===== src/rtl/cr_ifu_fetch_pkg.sv =====
// Shared definitions for the IFU fetch scheduler.
//   fetch_state_e : scheduler FSM state encoding
//   FETCH_STRIDE  : byte increment between sequential fetch words
//   outstd_w()    : width of a counter that holds 0..max_outstd
package cr_ifu_fetch_pkg;

  typedef enum logic [1:0] {
    ST_IDLE = 2'b00,
    ST_RUN  = 2'b01,
    ST_HOLD = 2'b10,
    ST_ERR  = 2'b11
  } fetch_state_e;

  localparam int unsigned FETCH_STRIDE = 4;

  function automatic int unsigned outstd_w(input int unsigned max_outstd);
    return $clog2(max_outstd + 1);
  endfunction

endpackage


===== src/rtl/cr_ifu_fetch_cnt.sv =====
// Outstanding / discard transaction counters for the IFU fetch scheduler.
//   cpuclk, cpurst_b : clock, asynchronous active-low reset
//   redirect         : fetch stream restarts this cycle
//   accept           : a fetch request is accepted by the ibus this cycle
//   rsp_vld          : an ibus transaction completes this cycle
//   outstd_cnt       : accepted-but-unreturned transactions
//   discard_cnt      : in-flight transactions belonging to an abandoned stream
module cr_ifu_fetch_cnt
  import cr_ifu_fetch_pkg::*;
#(
  parameter  int unsigned MAX_OUTSTD = 2,
  localparam int unsigned CNT_W      = outstd_w(MAX_OUTSTD)
) (
  input  logic             cpuclk,
  input  logic             cpurst_b,
  input  logic             redirect,
  input  logic             accept,
  input  logic             rsp_vld,
  output logic [CNT_W-1:0] outstd_cnt,
  output logic [CNT_W-1:0] discard_cnt
);

  logic [CNT_W-1:0] outstd_next;
  logic [CNT_W-1:0] discard_next;

  always_comb begin
    outstd_next = outstd_cnt;
    case ({accept, rsp_vld})
      2'b10:   outstd_next = outstd_cnt + CNT_W'(1);
      // A response with nothing outstanding is illegal; hold at zero.
      2'b01:   if (outstd_cnt != '0) outstd_next = outstd_cnt - CNT_W'(1);
      default: outstd_next = outstd_cnt;
    endcase
  end

  // On redirect everything still in flight (after this cycle's traffic)
  // belongs to the old stream and must be dropped when it returns.
  always_comb begin
    discard_next = discard_cnt;
    if (redirect)
      discard_next = outstd_next;
    else if (rsp_vld && discard_cnt != '0)
      discard_next = discard_cnt - CNT_W'(1);
  end

  always_ff @(posedge cpuclk or negedge cpurst_b) begin
    if (!cpurst_b) begin
      outstd_cnt  <= '0;
      discard_cnt <= '0;
    end else begin
      outstd_cnt  <= outstd_next;
      discard_cnt <= discard_next;
    end
  end

endmodule


===== src/rtl/cr_ifu_fetch_sched.sv =====
// IFU fetch request scheduler.
// Issues sequential word-aligned fetch requests to the ibus, throttled by
// ibuf free space and an outstanding-transaction limit; restarts on redirect
// and qualifies responses so that old-stream returns are dropped.
//   cpuclk, cpurst_b     : clock, asynchronous active-low reset
//   iu_ifu_redirect_vld  : new fetch PC valid (coincides with IF cancel)
//   iu_ifu_redirect_pc   : new fetch PC, bit0 ignored
//   iu_ifu_fetch_hold    : suspend new requests
//   ibuf_fetch_free_cnt  : free ibuf words, excluding in-flight fetches
//   fetch_req_vld/addr   : request toward ibus (combinational valid)
//   fetch_req_rdy        : ibus accepts request
//   fetch_rsp_vld/err    : ibus transaction complete / bus error
//   fetch_data_vld       : response belongs to the current stream
//   fetch_unalign        : first current-stream word after redirect, PC[1]=1
//   fetch_err_vld        : error on a current-stream response
//   fetch_outstd_empty   : no transaction outstanding
module cr_ifu_fetch_sched
  import cr_ifu_fetch_pkg::*;
#(
  parameter int unsigned ADDR_W     = 32,
  parameter int unsigned MAX_OUTSTD = 2,
  parameter int unsigned FREE_W     = 3
) (
  input  logic              cpuclk,
  input  logic              cpurst_b,
  input  logic              iu_ifu_redirect_vld,
  input  logic [ADDR_W-1:0] iu_ifu_redirect_pc,
  input  logic              iu_ifu_fetch_hold,
  input  logic [FREE_W-1:0] ibuf_fetch_free_cnt,
  output logic              fetch_req_vld,
  output logic [ADDR_W-1:0] fetch_req_addr,
  input  logic              fetch_req_rdy,
  input  logic              fetch_rsp_vld,
  input  logic              fetch_rsp_err,
  output logic              fetch_data_vld,
  output logic              fetch_unalign,
  output logic              fetch_err_vld,
  output logic              fetch_outstd_empty
);

  localparam int unsigned CNT_W = outstd_w(MAX_OUTSTD);
  localparam int unsigned CMP_W = (FREE_W > CNT_W) ? FREE_W : CNT_W;

  fetch_state_e     state;
  logic [CNT_W-1:0] outstd_cnt;
  logic [CNT_W-1:0] discard_cnt;
  logic             first_flag;
  logic             unalign_pend;
  logic             accept;
  logic             stale;
  logic             rsp_cur;
  logic             pc0_unused;

  // Halfword offset is carried by unalign_pend; the byte bit has no meaning.
  assign pc0_unused = iu_ifu_redirect_pc[0];

  assign fetch_req_vld = (state == ST_RUN) && !iu_ifu_redirect_vld
                      && (outstd_cnt < CNT_W'(MAX_OUTSTD))
                      && (CMP_W'(ibuf_fetch_free_cnt) > CMP_W'(outstd_cnt));
  assign accept        = fetch_req_vld && fetch_req_rdy;

  assign stale              = (discard_cnt != '0) || iu_ifu_redirect_vld;
  assign rsp_cur            = fetch_rsp_vld && !stale;
  assign fetch_data_vld     = rsp_cur && !fetch_rsp_err;
  assign fetch_err_vld      = rsp_cur && fetch_rsp_err;
  assign fetch_unalign      = fetch_data_vld && first_flag && unalign_pend;
  assign fetch_outstd_empty = (outstd_cnt == '0);

  cr_ifu_fetch_cnt #(
    .MAX_OUTSTD (MAX_OUTSTD)
  ) u_cnt (
    .cpuclk      (cpuclk),
    .cpurst_b    (cpurst_b),
    .redirect    (iu_ifu_redirect_vld),
    .accept      (accept),
    .rsp_vld     (fetch_rsp_vld),
    .outstd_cnt  (outstd_cnt),
    .discard_cnt (discard_cnt)
  );

  always_ff @(posedge cpuclk or negedge cpurst_b) begin
    if (!cpurst_b) begin
      state          <= ST_IDLE;
      fetch_req_addr <= '0;
      first_flag     <= 1'b0;
      unalign_pend   <= 1'b0;
    end else if (iu_ifu_redirect_vld) begin
      state          <= iu_ifu_fetch_hold ? ST_HOLD : ST_RUN;
      fetch_req_addr <= {iu_ifu_redirect_pc[ADDR_W-1:2], 2'b00};
      first_flag     <= 1'b1;
      unalign_pend   <= iu_ifu_redirect_pc[1];
    end else begin
      if (accept)
        fetch_req_addr <= fetch_req_addr + ADDR_W'(FETCH_STRIDE);
      if (rsp_cur)
        first_flag <= 1'b0;
      case (state)
        ST_RUN: begin
          if (fetch_err_vld)
            state <= ST_ERR;
          else if (iu_ifu_fetch_hold)
            state <= ST_HOLD;
        end
        ST_HOLD: begin
          if (!iu_ifu_fetch_hold)
            state <= ST_RUN;
        end
        default: state <= state;
      endcase
    end
  end

endmodule


===== config.mk =====
export PLATFORM = sky130hd
export DESIGN_NAME = cr_ifu_fetch_sched
export DESIGN_NICKNAME = d
export VERILOG_FILES = /design/src/rtl/cr_ifu_fetch_pkg.sv /design/src/rtl/cr_ifu_fetch_cnt.sv /design/src/rtl/cr_ifu_fetch_sched.sv
export SDC_FILE = /design/constraint.sdc
export NUM_CORES = 1
export LEC_CHECK = 0
export CAP_MARGIN = 20
export CORE_MARGIN = 5
export CORE_UTILIZATION = 50
export CTS_BUF_LIST = sky130_fd_sc_hd__clkbuf_8
export CTS_CLUSTER_DIAMETER = 50
export DETAILED_ROUTE_END_ITERATION = 7
export PLACE_DENSITY_LB_ADDON = 0.15
export SYNTH_ARGS = -nofsm -noshare
export SYNTH_HDL_FRONTEND = slang
export SYNTH_SLANG_ARGS = --single-unit

===== constraint.sdc =====
create_clock -name cpuclk -period 3.85 [get_ports cpuclk]
set_input_delay 0.77 -clock cpuclk [delete_from_list [all_inputs] [get_ports cpuclk]]
set_output_delay 0.77 -clock cpuclk [all_outputs]
set_load 0.01 [all_outputs]

### After elaboration in Yosys (flattened, before gate mapping)

Cells that the tools add are included.

* flip-flop bits (word level): 40
* output and inout bits: 37
* word-level logic and storage cells: 54

* $lt $le $gt $ge: 2
* add/subtract/negate cells: 4
* reduce and logical (&&, ||, !) cells: 22
* muxes and demuxes: 14
* equality and inequality tests: 6

Operator list (count)
* $mux W32: 2
* $add A32 B3 Y32 const B: 1
* $mux W2: 8
* $logic_and A1 B1 Y1: 10
* $reduce_bool A2 Y1: 5
* $pmux W2 S2: 2
* $eq A2 B1 Y1 const B: 2
* $eq A2 B2 Y1 const B: 2
* $ne A4 B4 Y1 const B: 1
* $sub A2 B1 Y2 const B: 2
* $gt A3 B2 Y1: 1
* $logic_not A1 Y1: 3
* $ne A3 B3 Y1 const B: 1
* $reduce_and A3 Y1: 1
* $reduce_bool A3 Y1: 1
* $add A2 B1 Y2 const B: 1
* $logic_not A2 Y1: 1
* $lt A2 B2 Y1 const B: 1
* $mux W1: 2
* $logic_or A1 B1 Y1: 1

### Logic depth before layout (Yosys ltp)

* depth in word-level cells: 8
* mapped depth: 13
* mapped depth without buffers: 11

### Modules after synthesis

From an unflattened synthesis, not the netlist that was laid out.

* cells, all modules: 278
* area total of the unflattened synthesis: 2419.8 um2

Modules (own cells, without submodules)
* cr_ifu_fetch_sched: sequential area each 850.8 um2, times used 1, cells each 249, area an instance 2119.5 um2
* cr_ifu_fetch_cnt: sequential area each 100.1 um2, times used 1, cells each 29, area an instance 300.3 um2

### Worst setup path before layout

No wires, ideal clock.

* path kind: in2reg
* from: in ibuf_fetch_free_cnt[1]
* to: reg u_cnt.discard_cnt[0]
* path slack: 1.209 ns
* arrival: 2.505 ns
* stages on the path: 12
* setup time: 0.136 ns
* data required time: 3.714 ns
* path buffers: 2
* path through: ha_1 nand2_1 a2bb2oi_4 nand2_2 inv_2 buf_4 buf_4 ha_1 a221oi_1 a21oi_1 nand2_1 o21ai_0

* longest elaborated chain between the ends: 6

Ends and longest elaborated chain
* from (decl): RTL line cr_ifu_fetch_sched.sv:29 `input logic [FREE_W-1:0] ibuf_fetch_free_cnt,`
* $gt A3 B2 Y1 *: RTL line cr_ifu_fetch_sched.sv:59 `&& (CMP_W'(ibuf_fetch_free_cnt) > CMP_W'(outstd_cnt));`
* $logic_and A1 B1 Y1 *: RTL line cr_ifu_fetch_sched.sv:59
* $logic_and A1 B1 Y1 *: RTL line cr_ifu_fetch_sched.sv:60 `assign accept = fetch_req_vld && fetch_req_rdy;`
* $eq A2 B1 Y1 or $eq A2 B2 Y1 (tied branches): RTL line cr_ifu_fetch_cnt.sv:28 `case ({accept, rsp_vld})`
* $pmux W2 S2 *: RTL line cr_ifu_fetch_cnt.sv:28
* via u_cnt.outstd_next[0]: RTL line cr_ifu_fetch_cnt.sv:23 `logic [CNT_W-1:0] outstd_next;`
* $mux W2 *: RTL line cr_ifu_fetch_cnt.sv:40 `if (redirect)`
* to (signal assigned): RTL line cr_ifu_fetch_cnt.sv:52 `discard_cnt <= discard_next;`
* to (decl): RTL line cr_ifu_fetch_cnt.sv:20 `output logic [CNT_W-1:0] discard_cnt`

Mark *: on every way through the listed nets, which the timed path passes. The rest lies on a longest branch.
A chain may end at the register's enable or synchronous reset.

### Worst setup path after layout

* from: in iu_ifu_redirect_vld
* to: out fetch_req_vld

* longest elaborated chain between the ends: 4

Ends and longest elaborated chain
* from (decl): RTL line cr_ifu_fetch_sched.sv:26 `input logic iu_ifu_redirect_vld,`
* $logic_not A1 Y1: RTL line cr_ifu_fetch_sched.sv:57 `assign fetch_req_vld = (state == ST_RUN) && !iu_ifu_redirect_vld`
* $logic_and A1 B1 Y1: RTL line cr_ifu_fetch_sched.sv:57
* $logic_and A1 B1 Y1: RTL line cr_ifu_fetch_sched.sv:58 `&& (outstd_cnt < CNT_W'(MAX_OUTSTD))`
* $logic_and A1 B1 Y1: RTL line cr_ifu_fetch_sched.sv:59
* to (decl): RTL line cr_ifu_fetch_sched.sv:30 `output logic fetch_req_vld,`

No other way between the ends.

==> impl_metrics.toml <==
[global_routing]
grt_pass1_wl_um = 10900
grtUsageTotal_pct = 21.8
gr-total-overflow = 0
grt_antenna_before_repair = 0
grt_max_degree = 39
grt_pass1_vias = 2302

[worst_setup_path]
reg2reg_slack_ps = 1350
cp.arrival_ps = 2600
required_ps = 3080
crit_path_top_delay_cell = "clkdlybuf4s50_1"
cp-end-kind = "primary output"
path_max_fanout = 14
crit_top_cell = "clkdlybuf4s50_1"
path_cells = "clkdlybuf4s50_1 -> nor4b_2 -> and2_1 -> clkdlybuf4s50_1"
cp-start-kind = "primary input"
crit_type = "primary input to primary output"
slowest_delay_ps = 670

[clock_tree]
path_clk_slew_ps = 70
clockRootBuffer = "clkbuf_8"
cts_setup_buffers = 0
cts.sinks = 38
cts_buffers = 5
clk_latency_ps = 290
cts_tree = "done"
hold_buffers = 0
htreeDepth = 2
cts_max_path_buffers = 2
ctsResizeCount = 0

[power_and_ir_drop]
power.total_uw = 1090
vdd_drop_max_mv = 0.238
p_per_area_mw_per_mm2 = 335
internal_power_uw = 743
p_leak_uw = 0.00133
p_seq_share_pct = 46.3
switching_share_pct = 31.8
p_sw_uw = 347
pwr-share-clk_pct = 24.0
p_comb_share_pct = 29.7

[cells_and_area]
fill_cells = 374
drive_gt1_share_pct = 6.55
final_core_util_pct = 69.4
final_nets = 387
diodes = 0
syn2layout_area_growth_pct = 35.3
layout_common_cells = "clkdlybuf4s50_1 (74), dfrtp_1 (38), nand2_1 (34)"
final_common_cell = "clkdlybuf4s50_1"

[routing]
first_iter_violations = 138
routed-via-count = 2353
routedWlPerCell_um = 16.9
routed_wl_um = 6580
drtPass1Iterations = 4
vias_per_cell = 6.03
drcViolationCount = 0
postRouteAntennaNets = 0

[yosys]
synth.area.mux_share_pct = 0.884
yosysWarnings = 0
synth_area_mm2 = 0.00241
synthXorXnorAreaFrac_pct = 0.364
synth.distinct_cells = 55
syn_avg_cell_area_um2 = 9.11
synthSimpleGateAreaFrac_pct = 26.4
synth_compound_area_share_pct = 22.7
syn_inst = 264
ys.flop_type = "dfrtp_1"
async_reset_ff_share_pct = 100
synth_fa_ha_area_share_pct = 4.68
ys_seq_elements = 38
synth_edf_count = 0
synth_seq_area_share_pct = 39.5
synth_top_family_by_area = "simple AND/OR/NAND/NOR gates"

[placed_design]
portBuffers = 75
place_ws_ps = 336
hpwlAfterDp_um = 4720
place_congestion = 0.813

[run_status]
status = "finished, final reports clean"

[sta]
worst_pin_slew_ps = 865
rsz0062_at_grt = "no"
finalSetupViolCount = 0
fin_setup_tns_ps = 0
max_freq_mhz = 297
finalCriticalPeriod_ps = 3370
hold_viol = 0
slew_headroom_pct = 42.3
period_share_pct = 87.6
layout_setup_ws_ps = 479
slew_viol_final = 0
clock_skew_ps = 6.64

[die]
die_y_um = 79.4
rows = 25
ios = 79
die_area_mm2 = 0.00630
core_area_mm2 = 0.00469
initial_utilization_pct = 51.3
die-width_um = 79.4

[job]
maxCapViolCount = 0

[hold_path]
hold_class = "flip-flop to flip-flop"
## flip-flops by register name (all words and copies together) (netlist names)
| signal | cells |
|---|---|
| fetch_req_addr | 30 |
| u_cnt.discard_cnt | 2 |
| first_flag | 1 |
| state | 2 |
| u_cnt.outstd_cnt | 2 |
| unalign_pend | 1 |
## power by group through the flow
| stage | clock network (µW) | registers [µW] | logic (µW) |
|---|---|---|---|
| 3_3_place_gp | 0 | 510 | 317 |
| 2_1_floorplan | 0 | 515 | 156 |
| 4_1_cts | 269 | 504 | 328 |
| 6_report | 262 | 505 | 323 |
| 5_1_grt | 284 | 515 | 358 |
| 3_5_place_dp | 0 | 511 | 326 |
## kinds of logic (layout without fill, tap and decap cells)
logic type | Yosys count | count (layout)
compound gates | 69 | 69
xor+xnor | 1 | 1
fa+ha+maj | 9 | 9
buf+inv | 30 | 101
flops | 38 | 38
mux | 2 | 2
other cells | 1 | 2
simple gates | 114 | 114
## worst paths after layout
| kind | start | depth (start not counted) | endpoint |
|---|---|---|---|
| max | iu_ifu_redirect_vld | 4 | fetch_req_vld |
| min | first_flag | 2 | first_flag |
| max reg2reg | u_cnt.outstd_cnt[1] | 11 | u_cnt.discard_cnt[0] |
| min reg2reg | first_flag | 2 | first_flag |
| max in group asynchronous | cpurst_b | 1 | first_flag |
| min in group asynchronous | cpurst_b | 1 | fetch_req_addr[22] |
## routing by layer
layer / GRT usage (%) / wire, µm
met1: 28.2 / 2860
met2: 36.9 / 3290
met3: 4.63 / 369
met4: 6.01 / 61
met5: 0 / 0
## cell usage after synthesis (all sizes together), types with 2 or more instances
master	n	share of area [%]
a21o	4	1.2
a21oi	6	1.2
a221o	11	4.6
a221oi	2	0.73
a22oi	3	0.94
a311o	2	0.83
and2	5	1.4
and3	4	1.0
buf	7	1.8
clkbuf	7	1.1
dfrtp	38	40
ha	9	4.7
inv	16	2.5
nand2	35	5.6
nand2b	2	0.52
nand3	17	4.0
nand4	11	3.1
nor2	12	1.9
nor3	8	1.7
nor3b	4	1.2
nor4	5	2.5
o211ai	7	2.2
o21ai	14	2.9
o311ai	8	2.9
o31a	2	0.73
or3	5	1.3
or4	2	0.62
## final cells by class
cell class | count | area (µm²) | area share (%)
multi-input cells | 197 | 1330 | 40.9
flip-flops and latches | 38 | 951 | 29.2
repair buffers | 78 | 768 | 23.6
clock buffers | 5 | 68.8 | 2.11
well taps | 54 | 67.6 | 2.08
inverters | 16 | 60.1 | 1.84
clock inverters | 2 | 10.0 | 0.307
## worst max-delay path, delay by kind of cell
kind,cells,cell delay [ps]
and+or+nand+nor,2,620
buffers and inverters,2,1200
## stage by stage
step | hold WS (ps) | cells | area (µm²)
6_report | 478 | 390 | 3260
3_5_place_dp | 464 | 383 | 3180
2_1_floorplan | 439 | 265 | 2410
5_1_grt | 531 | 390 | 3260
3_3_place_gp | 468 | 383 | 3180
4_1_cts | 487 | 390 | 3260
(Power assumes the default switching activity.)
